===== config.mk =====
export PLATFORM = sky130hd
export DESIGN_NAME = apb_slave_memif_flat
export DESIGN_NICKNAME = d
export VERILOG_FILES = /design/src/rtl/apb_slave_memif_if.sv /design/src/rtl/apb_slave_memif.sv /design/src/flat_wrapper.sv
export SDC_FILE = /design/constraint.sdc
export NUM_CORES = 1
export LEC_CHECK = 0
export BUFFER_PORTS_ARGS = -buffer_cell sky130_fd_sc_hd__buf_2
export CORE_AREA = 2 2 142 144
export DETAILED_ROUTE_END_ITERATION = 10
export DIE_AREA = 0 0 144 146
export GPL_TIMING_DRIVEN = 0
export HOLD_SLACK_MARGIN = 0.06
export PLACE_DENSITY_LB_ADDON = 0.15
export SYNTH_ARGS = -nofsm -noshare
export SYNTH_HDL_FRONTEND = slang
export SYNTH_SLANG_ARGS = --single-unit

===== constraint.sdc =====
create_clock -name clk_i -period 6.6 [get_ports clk_i]
set_input_delay 1.32 -clock clk_i [delete_from_list [all_inputs] [get_ports clk_i]]
set_output_delay 1.32 -clock clk_i [all_outputs]
set_load 0.01 [all_outputs]

===== src/rtl/apb_slave_memif_if.sv =====
// -----------------------------------------------------------------------------
// apb_slave_memif_if
//   APB bus bundle between an APB master and apb_slave_memif.
//
//   Parameters
//     BUS_WIDTH  : APB data width (bits), STRB_WIDTH = BUS_WIDTH/8
//     ADDR_WIDTH : APB address width (bits)
//
//   Signals (direction seen from the slave)
//     psel_i, penable_i, pwrite_i  : APB control, inputs
//     pstrb_i, pwdata_i, paddr_i   : APB write strobes / data / address, inputs
//     pready_o, pslverr_o, prdata_o: APB completion, error and read data, outputs
//
//   Modports
//     slave  : used by apb_slave_memif
//     master : used by whoever drives the bus (CPU, testbench)
// -----------------------------------------------------------------------------
interface apb_slave_memif_if #(
    parameter int BUS_WIDTH  = 64,
    parameter int ADDR_WIDTH = 32
);
    localparam int STRB_WIDTH = BUS_WIDTH / 8;

    logic                  psel_i;
    logic                  penable_i;
    logic                  pwrite_i;
    logic [STRB_WIDTH-1:0] pstrb_i;
    logic [BUS_WIDTH-1:0]  pwdata_i;
    logic [ADDR_WIDTH-1:0] paddr_i;
    logic                  pready_o;
    logic                  pslverr_o;
    logic [BUS_WIDTH-1:0]  prdata_o;

    modport slave (
        input  psel_i, penable_i, pwrite_i, pstrb_i, pwdata_i, paddr_i,
        output pready_o, pslverr_o, prdata_o
    );

    modport master (
        output psel_i, penable_i, pwrite_i, pstrb_i, pwdata_i, paddr_i,
        input  pready_o, pslverr_o, prdata_o
    );
endinterface


===== src/rtl/apb_slave_memif.sv =====
// -----------------------------------------------------------------------------
// apb_slave_memif
//   APB slave in front of the matmul register/operand memory. Each APB transfer
//   becomes one single-beat request on a simple memory port (byte enables on
//   writes, variable-latency read data). PREADY/PSLVERR/PRDATA are registered.
//   Accesses are refused with PSLVERR while the engine runs (start_bit_i).
//
//   Optional build macro: APB_SLV_READ_TIMEOUT_EN
//     defined   : a read that sees no mem_rvalid_i within MEM_TIMEOUT WAIT_RD
//                 cycles completes with PSLVERR and zero data
//     undefined : reads wait for mem_rvalid_i indefinitely, no counter exists
//
//   Ports
//     clk_i, rst_ni      : clock (rising edge), asynchronous active-low reset
//     apb                : APB slave modport (psel/penable/pwrite/pstrb/pwdata/
//                          paddr in, pready/pslverr/prdata out)
//     start_bit_i        : engine running, any access is an error
//     busy_o             : transfer in progress
//     mem_req_o          : one-cycle request pulse
//     mem_we_o           : request is a write
//     mem_addr_o         : request address
//     mem_wdata_o        : write data
//     mem_be_o           : byte enables (zero on reads)
//     mem_rdata_i        : read data
//     mem_rvalid_i       : read data valid
// -----------------------------------------------------------------------------
module apb_slave_memif #(
    parameter int         DATA_WIDTH   = 32,
    parameter int         BUS_WIDTH    = 64,
    parameter int         ADDR_WIDTH   = 32,
    parameter logic [4:0] FLAGS_OFFSET = 5'h0C,
    parameter logic [4:0] SP_OFFSET    = 5'h10,
    parameter int         MEM_TIMEOUT  = 15,
    localparam int        STRB_WIDTH   = BUS_WIDTH / 8
) (
    input  logic                   clk_i,
    input  logic                   rst_ni,
    apb_slave_memif_if.slave       apb,
    input  logic                   start_bit_i,
    output logic                   busy_o,
    output logic                   mem_req_o,
    output logic                   mem_we_o,
    output logic [ADDR_WIDTH-1:0]  mem_addr_o,
    output logic [BUS_WIDTH-1:0]   mem_wdata_o,
    output logic [STRB_WIDTH-1:0]  mem_be_o,
    input  logic [BUS_WIDTH-1:0]   mem_rdata_i,
    input  logic                   mem_rvalid_i
);

    if ((BUS_WIDTH % DATA_WIDTH) != 0) begin : g_bad_bus_width
        $error("BUS_WIDTH must be a multiple of DATA_WIDTH");
    end
    if (MEM_TIMEOUT < 1) begin : g_bad_timeout
        $error("MEM_TIMEOUT must be at least 1");
    end

    // Low address bits that must be zero for a bus-width aligned access.
    localparam logic [ADDR_WIDTH-1:0] ALIGN_MASK = ADDR_WIDTH'(STRB_WIDTH - 1);

    typedef enum logic [2:0] {
        IDLE,
        CHECK,
        REQ,
        WAIT_RD,
        RESP
    } state_e;

    state_e                 state_q, state_d;
    logic                   busy_q, busy_d;
    logic                   pready_q, pready_d;
    logic                   pslverr_q, pslverr_d;
    logic [BUS_WIDTH-1:0]   prdata_q, prdata_d;
    logic                   mem_req_q, mem_req_d;
    logic                   mem_we_q, mem_we_d;
    logic [ADDR_WIDTH-1:0]  mem_addr_q, mem_addr_d;
    logic [BUS_WIDTH-1:0]   mem_wdata_q, mem_wdata_d;
    logic [STRB_WIDTH-1:0]  mem_be_q, mem_be_d;

    // Transfer captured in the setup phase.
    logic [ADDR_WIDTH-1:0]  addr_q, addr_d;
    logic                   write_q, write_d;
    logic [STRB_WIDTH-1:0]  strb_q, strb_d;
    logic [BUS_WIDTH-1:0]   wdata_q, wdata_d;

    logic                   abort;

`ifdef APB_SLV_READ_TIMEOUT_EN
    localparam int TO_W = ($clog2(MEM_TIMEOUT + 1) > 4) ? $clog2(MEM_TIMEOUT + 1) : 4;
    localparam logic [TO_W-1:0] TO_LAST = TO_W'(MEM_TIMEOUT - 1);
    logic [TO_W-1:0]        to_cnt_q, to_cnt_d;
`endif

    // Access rules: flags and scratchpad are read-only, reads carry no strobes,
    // nothing is allowed while the engine runs, and accesses must be aligned.
    function automatic logic access_err(
        input logic                  wr,
        input logic [ADDR_WIDTH-1:0] addr,
        input logic [STRB_WIDTH-1:0] strb,
        input logic                  start
    );
        logic [4:0] reg_off;
        reg_off = addr[4:0];
        return (wr && (reg_off == FLAGS_OFFSET)) ||
               (wr && (reg_off >= SP_OFFSET))    ||
               (!wr && (strb != '0))             ||
               start                             ||
               ((addr & ALIGN_MASK) != '0);
    endfunction

    // Dropping PSEL outside IDLE abandons the transfer; an already issued
    // memory request is left to complete and its read data is ignored.
    assign abort = (state_q != IDLE) && !apb.psel_i;

    always_comb begin
        state_d     = state_q;
        busy_d      = busy_q;
        pready_d    = 1'b0;
        pslverr_d   = pslverr_q;
        prdata_d    = prdata_q;
        mem_req_d   = 1'b0;
        mem_we_d    = 1'b0;
        mem_addr_d  = '0;
        mem_wdata_d = '0;
        mem_be_d    = '0;
        addr_d      = addr_q;
        write_d     = write_q;
        strb_d      = strb_q;
        wdata_d     = wdata_q;
`ifdef APB_SLV_READ_TIMEOUT_EN
        to_cnt_d    = to_cnt_q;
`endif

        if (abort) begin
            state_d   = IDLE;
            busy_d    = 1'b0;
            pslverr_d = 1'b0;
            prdata_d  = '0;
        end else begin
            unique case (state_q)
                IDLE: begin
                    busy_d    = 1'b0;
                    pslverr_d = 1'b0;
                    prdata_d  = '0;
                    if (apb.psel_i && !apb.penable_i) begin
                        addr_d  = apb.paddr_i;
                        write_d = apb.pwrite_i;
                        strb_d  = apb.pstrb_i;
                        wdata_d = apb.pwdata_i;
                        busy_d  = 1'b1;
                        state_d = CHECK;
                    end
                end

                CHECK: begin
                    if (access_err(write_q, addr_q, strb_q, start_bit_i)) begin
                        pslverr_d = 1'b1;
                        prdata_d  = '0;
                        pready_d  = apb.penable_i;
                        state_d   = RESP;
                    end else begin
                        mem_req_d   = 1'b1;
                        mem_we_d    = write_q;
                        mem_addr_d  = addr_q;
                        mem_wdata_d = wdata_q;
                        mem_be_d    = write_q ? strb_q : '0;
                        state_d     = REQ;
                    end
                end

                REQ: begin
`ifdef APB_SLV_READ_TIMEOUT_EN
                    to_cnt_d = '0;
`endif
                    if (write_q) begin
                        pready_d = apb.penable_i;
                        state_d  = RESP;
                    end else begin
                        state_d = WAIT_RD;
                    end
                end

                WAIT_RD: begin
                    if (mem_rvalid_i) begin
                        prdata_d = mem_rdata_i;
                        pready_d = apb.penable_i;
                        state_d  = RESP;
                    end
`ifdef APB_SLV_READ_TIMEOUT_EN
                    else if (to_cnt_q == TO_LAST) begin
                        pslverr_d = 1'b1;
                        prdata_d  = '0;
                        pready_d  = apb.penable_i;
                        state_d   = RESP;
                    end else begin
                        to_cnt_d = to_cnt_q + 1'b1;
                    end
`else
                    // Without the timeout the read waits for the memory forever.
`endif
                end

                RESP: begin
                    // PREADY is already up when PENABLE was high on entry;
                    // otherwise it is raised once PENABLE arrives.
                    if (pready_q) begin
                        busy_d    = 1'b0;
                        pslverr_d = 1'b0;
                        prdata_d  = '0;
                        state_d   = IDLE;
                    end else if (apb.penable_i) begin
                        pready_d = 1'b1;
                    end
                end

                default: state_d = IDLE;
            endcase
        end
    end

    always_ff @(posedge clk_i or negedge rst_ni) begin
        if (!rst_ni) begin
            state_q     <= IDLE;
            busy_q      <= 1'b0;
            pready_q    <= 1'b0;
            pslverr_q   <= 1'b0;
            prdata_q    <= '0;
            mem_req_q   <= 1'b0;
            mem_we_q    <= 1'b0;
            mem_addr_q  <= '0;
            mem_wdata_q <= '0;
            mem_be_q    <= '0;
`ifdef APB_SLV_READ_TIMEOUT_EN
            to_cnt_q    <= '0;
`endif
        end else begin
            state_q     <= state_d;
            busy_q      <= busy_d;
            pready_q    <= pready_d;
            pslverr_q   <= pslverr_d;
            prdata_q    <= prdata_d;
            mem_req_q   <= mem_req_d;
            mem_we_q    <= mem_we_d;
            mem_addr_q  <= mem_addr_d;
            mem_wdata_q <= mem_wdata_d;
            mem_be_q    <= mem_be_d;
`ifdef APB_SLV_READ_TIMEOUT_EN
            to_cnt_q    <= to_cnt_d;
`endif
        end
    end

    // Captured transfer fields are only consumed after a setup phase loads
    // them, so they need no reset.
    always_ff @(posedge clk_i) begin
        addr_q  <= addr_d;
        write_q <= write_d;
        strb_q  <= strb_d;
        wdata_q <= wdata_d;
    end

    assign apb.pready_o  = pready_q;
    assign apb.pslverr_o = pslverr_q;
    assign apb.prdata_o  = prdata_q;
    assign busy_o        = busy_q;
    assign mem_req_o     = mem_req_q;
    assign mem_we_o      = mem_we_q;
    assign mem_addr_o    = mem_addr_q;
    assign mem_wdata_o   = mem_wdata_q;
    assign mem_be_o      = mem_be_q;

endmodule


===== src/flat_wrapper.sv =====
// flat-port wrapper written by rule: the top's interface ports become plain ports
module apb_slave_memif_flat 
#(
    parameter int         DATA_WIDTH   = 32,
    parameter int         BUS_WIDTH    = 64,
    parameter int         ADDR_WIDTH   = 32,
    parameter logic [4:0] FLAGS_OFFSET = 5'h0C,
    parameter logic [4:0] SP_OFFSET    = 5'h10,
    parameter int         MEM_TIMEOUT  = 15,
    localparam int        STRB_WIDTH   = BUS_WIDTH / 8
)
  (clk_i, rst_ni, start_bit_i, busy_o, mem_req_o, mem_we_o, mem_addr_o, mem_wdata_o, mem_be_o, mem_rdata_i, mem_rvalid_i, apb_psel_i, apb_penable_i, apb_pwrite_i, apb_pstrb_i, apb_pwdata_i, apb_paddr_i, apb_pready_o, apb_pslverr_o, apb_prdata_o);
  apb_slave_memif_if #(.BUS_WIDTH(BUS_WIDTH), .ADDR_WIDTH(ADDR_WIDTH)) apb_i ();
  input  logic clk_i;
  input  logic rst_ni;
  input  logic start_bit_i;
  output logic busy_o;
  output logic mem_req_o;
  output logic mem_we_o;
  output logic [ADDR_WIDTH-1:0] mem_addr_o;
  output logic [BUS_WIDTH-1:0] mem_wdata_o;
  output logic [STRB_WIDTH-1:0] mem_be_o;
  input  logic [BUS_WIDTH-1:0] mem_rdata_i;
  input  logic mem_rvalid_i;
  input wire logic [$bits(apb_i.psel_i)-1:0] apb_psel_i;
  input wire logic [$bits(apb_i.penable_i)-1:0] apb_penable_i;
  input wire logic [$bits(apb_i.pwrite_i)-1:0] apb_pwrite_i;
  input wire logic [$bits(apb_i.pstrb_i)-1:0] apb_pstrb_i;
  input wire logic [$bits(apb_i.pwdata_i)-1:0] apb_pwdata_i;
  input wire logic [$bits(apb_i.paddr_i)-1:0] apb_paddr_i;
  output wire logic [$bits(apb_i.pready_o)-1:0] apb_pready_o;
  output wire logic [$bits(apb_i.pslverr_o)-1:0] apb_pslverr_o;
  output wire logic [$bits(apb_i.prdata_o)-1:0] apb_prdata_o;
  assign apb_i.psel_i = apb_psel_i;
  assign apb_i.penable_i = apb_penable_i;
  assign apb_i.pwrite_i = apb_pwrite_i;
  assign apb_i.pstrb_i = apb_pstrb_i;
  assign apb_i.pwdata_i = apb_pwdata_i;
  assign apb_i.paddr_i = apb_paddr_i;
  assign apb_pready_o = apb_i.pready_o;
  assign apb_pslverr_o = apb_i.pslverr_o;
  assign apb_prdata_o = apb_i.prdata_o;
  apb_slave_memif #(.DATA_WIDTH(DATA_WIDTH), .BUS_WIDTH(BUS_WIDTH), .ADDR_WIDTH(ADDR_WIDTH), .FLAGS_OFFSET(FLAGS_OFFSET), .SP_OFFSET(SP_OFFSET), .MEM_TIMEOUT(MEM_TIMEOUT)) u_core (.clk_i(clk_i), .rst_ni(rst_ni), .apb(apb_i), .start_bit_i(start_bit_i), .busy_o(busy_o), .mem_req_o(mem_req_o), .mem_we_o(mem_we_o), .mem_addr_o(mem_addr_o), .mem_wdata_o(mem_wdata_o), .mem_be_o(mem_be_o), .mem_rdata_i(mem_rdata_i), .mem_rvalid_i(mem_rvalid_i));
endmodule

After elaboration in Yosys (flattened, before gate mapping):

Cells that the tools add are included.
Widths: inputs -> output; s select.

* flip-flop bits (word level): 281
* input bits: 175

* $lt $le $gt $ge: 1
* bitwise gates (word level): 1
* reductions and logical operators: 24
* muxes and demuxes: 42
* equality and inequality tests: 9

Operators with widths (number)
* $mux 64: 7
* $pmux 64 s4: 1
* $mux 32: 3
* $mux 8: 4
* $reduce_bool 32->1: 1
* $mux 3: 6
* $mux 1: 17
* $pmux 3 s5: 1
* $ne 3x1->1 const B: 3
* $reduce_and 3->1: 3
* $reduce_bool 8->1: 1
* $eq 3x2->1 const B: 2
* $reduce_bool 3->1: 2
* $eq 5x4->1 const B: 1
* $ge 5x5->1 const B: 1
* $logic_and 1x1->1: 5
* $reduce_bool 5->1: 1
* $logic_or 1x1->1: 4
* $pmux 1 s4: 1
* $reduce_and 4->1: 1
* $reduce_bool 4->1: 1
* $eq 3x1->1 const B: 1
* $eq 3x3->1 const B: 1
* $logic_not 1->1: 3
* other kinds (6): 6

Logic depth before layout (Yosys ltp):

* depth after elaboration: 9
* gate-level depth with buffers: 6
* depth with buffers taken out: 4

Worst setup path after synthesis:

OpenSTA, ideal clock, no wires.

* path type: input to register
* from: input port apb_penable_i
* to: register u_core.addr_q[0], enable pin
* data arrival time: 6.049 ns
* data required time: 6.030 ns
* stages: 2
* slack: -0.019 ns
* library setup time: 0.570 ns
* cells stage by stage: or3_1 -> nor2_1

* word-level cells in the longest chain between the ends: 3

RTL lines
* from (decl): RTL line flat_wrapper.sv:26 `input wire logic [$bits(apb_i.penable_i)-1:0] apb_penable_i;`
* $logic_not 1->1: RTL line apb_slave_memif.sv:144 `if (apb.psel_i && !apb.penable_i) begin`
* $logic_and 1x1->1: RTL line apb_slave_memif.sv:144
* $reduce_and 3->1 (no source line)
* to (signal assigned): RTL line apb_slave_memif.sv:255 `addr_q <= addr_d;`
* to (decl): RTL line apb_slave_memif.sv:80 `logic [ADDR_WIDTH-1:0] addr_q, addr_d;`

Every way passes these cells.
A chain may end at the register's enable or synchronous reset.

Worst setup path in the final report:

* from: input port apb_penable_i
* to: register u_core.wdata_q[3], enable pin

* word-level cells in the longest chain between the ends: 3

RTL lines
* $logic_not 1->1: RTL line apb_slave_memif.sv:144
* $logic_and 1x1->1: RTL line apb_slave_memif.sv:144
* $reduce_and 3->1 (no source line)
* to (signal assigned): RTL line apb_slave_memif.sv:258 `wdata_q <= wdata_d;`
* to (decl): RTL line apb_slave_memif.sv:83 `logic [BUS_WIDTH-1:0] wdata_q, wdata_d;`

Every way passes these cells.

==> results.json <==
{
  "hp-start": "u_core.wdata_q[14]",
  "routabilityCongestion": 0.809,
  "antenna_found_initial": 2,
  "status": "finished, final reports clean",
  "initial_utilization": 0.474,
  "io_buffers": 347,
  "synthFlopType": "dfrtp_1",
  "die_x_um": 144,
  "synth_edf_count": 105,
  "post_cts_buffers": 0,
  "fmax_mhz": 352,
  "cp_cell_sequence": "buf_2 > or3_1 > nor2_4 > buf_12 > buf_12 > buf_12",
  "worstSetupPathType": "input pin to flip-flop",
  "timing.hold.ws_ps": 444,
  "grt_max_degree": 91,
  "leakage_nw": 6.25,
  "fin_area_mm2": 0.0123,
  "dp_hpwl_um": 15000,
  "finalSetupViolations": 0,
  "track_usage": 0.194,
  "crit_fanout": 33,
  "synth_seq_area_share": 0.824,
  "drc_errors": 0,
  "postCtsHoldBufs": 0,
  "syn-cell-area_mm2": 0.00917,
  "yosysWarnings": 0,
  "core_area_mm2": 0.0193,
  "fp.dieH_um": 146,
  "ioPinCount": 348,
  "worst_slew_pin_slew_ps": 733,
  "power_per_cell_area_mw_per_mm2": 285,
  "regToRegStartpoint": "u_core.state_q[1]",
  "final_nets": 1071,
  "cts-root-buf": "clkbuf_16",
  "dp_slack_ps": 3160,
  "cp_common_cell": "buf_12",
  "min_period_ps": 2840,
  "fin_setup_tns_ps": 0,
  "dr.first_iter.drc_count": 236,
  "drive_above_1_share": 0.455,
  "drv_slew": 0,
  "cp_data_arrival_time_ps": 3080,
  "hold_class": "flip-flop to flip-flop",
  "grt_pass1_wl_um": 31600,
  "ys_ff_latch": 281,
  "fp.dieArea_mm2": 0.0210,
  "clk_latency_ps": 540,
  "grt_pass1_vias": 5915,
  "path_clk_slew_ps": 60,
  "synth_cell_type_count": 30,
  "setup_ws_ps": 3760,
  "fin_crit_sh": 0.430,
  "rows": 51,
  "worstSetupEndpointType": "flip-flop",
  "area_growth_pct": 33.6,
  "overflow": 0,
  "drt-total-wl_um": 20800,
  "placed_area_mm2": 0.0114,
  "clock_path_buffers": 3,
  "cts_tree": "built",
  "final_hold_viol_count": 0,
  "slowest_stage": "nor2_4",
  "rsz0062_at_grt": "false",
  "max_stage_delay_ps": 500,
  "vdd_drop_max_v": 0.000225,
  "detailroute.via_count": 5651,
  "finish.utilization": 0.634,
  "syn_area_per_cell_um2": 17.9,
  "wl_per_cell_um": 17.6,
  "finalClockSkew_ps": 21.4,
  "slew_headroom": 0.510,
  "cp-startpoint": "apb_penable_i",
  "start_kind": "input pin",
  "final_cell_mix": "buf_2 (355), dfrtp_1 (176), edfxtp_1 (105)",
  "postCtsResizedCells": 0,
  "mostFrequentLayoutCell": "buf_2",
  "worstPathRequired_ps": 6840,
  "synthArstFlopShare": 0.626,
  "maxCapViolCount": 0,
  "first_pass_iters": 4,
  "antenna_left": 0,
  "synth_cells": 513,
  "clock_sinks": 281,
  "numCtsBuffers": 28,
  "htreeDepth": 1,
  "viasPerCell": 4.76
}
area by class of cell:
| cell class | instances | area [µm²] |
|---|---|---|
| flip-flops and latches | 281 | 7560 |
| multi-input cells | 205 | 1460 |
| plain buffers | 25 | 150 |
| well taps | 265 | 332 |
| inverters | 4 | 15.0 |
| diodes | 3 | 7.51 |
| repair buffers | 351 | 1830 |
| clock buffers | 37 | 785 |
| fillers | 1477 | 7080 |
| clock inverters | 15 | 111 |
cells in the mapped netlist (all sizes together) (2+ instances only):
master	number	area share
dfrtp	176	0.48
nand3	2	0.0011
clkbuf	10	0.0041
a22o	64	0.061
edfxtp	105	0.34
a21oi	7	0.0038
nor2	7	0.0029
buf	15	0.012
and2	101	0.069
nor4	3	0.0027
inv	4	0.0016
o21ai	3	0.0016
worst paths after layout:
check                                           to  slack [ps]  depth (start not counted)
min in group asynchronous  u_core.apb.prdata_o[49]         770                          1
max in group asynchronous     u_core.mem_addr_o[4]        4970                          2
max                              u_core.wdata_q[3]        3760                          6
max reg2reg                      u_core.wdata_q[3]        4010                          6
min                         u_core.mem_wdata_o[14]         440                          1
min reg2reg                 u_core.mem_wdata_o[14]         440                          1
report_power, final:
part	internal, mW	switching (mW)
Sequential	1.86	0.00783
Clock	0.875	0.634
Combinational	0.0546	0.0721
Total	2.78	0.714
logic make-up (layout without fill, tap and decap cells):
family                 count (synthesis)  in the layout  share of synthesized area
buffers and inverters                 29            432                     0.0180
other                                  1              6                   0.000409
and+or+nand+nor                      122            122                     0.0840
AOI/OAI and AO/OA                     80             80                     0.0735
DFF                                  281            281                      0.824
through the flow:
step	power, mW	instances
2_1_floorplan	1.93	515
3_3_place_gp	2.02	1127
3_5_place_dp	2.03	1131
5_1_grt	3.63	1184
4_1_cts	3.54	1183
6_report	3.50	1186
registers in the layout, summed over array words and instances, names as in the netlist, 3 cells and up:
register	flops
u_core.strb_q	8
u_core.addr_q	32
u_core.wdata_q	64
u_core.mem_be_o	8
u_core.mem_wdata_o	64
u_core.apb.prdata_o	64
u_core.state_q	3
u_core.mem_addr_o	32
worst max-delay path, delay by kind of cell:
family                 cells  cell delay, ps
AND/OR/NAND/NOR            2             880
buffers and inverters      4             840
routing by layer:
layer,vias to the layer above,GRT usage,wire length [µm]
met2,264,0.335,10400
li1,2589,-,-
met5,-,0,0
met4,0,0.0775,802
met1,2744,0.219,7610
met3,54,0.0665,2040
Note: power is estimated with default switching activity, not from simulation.
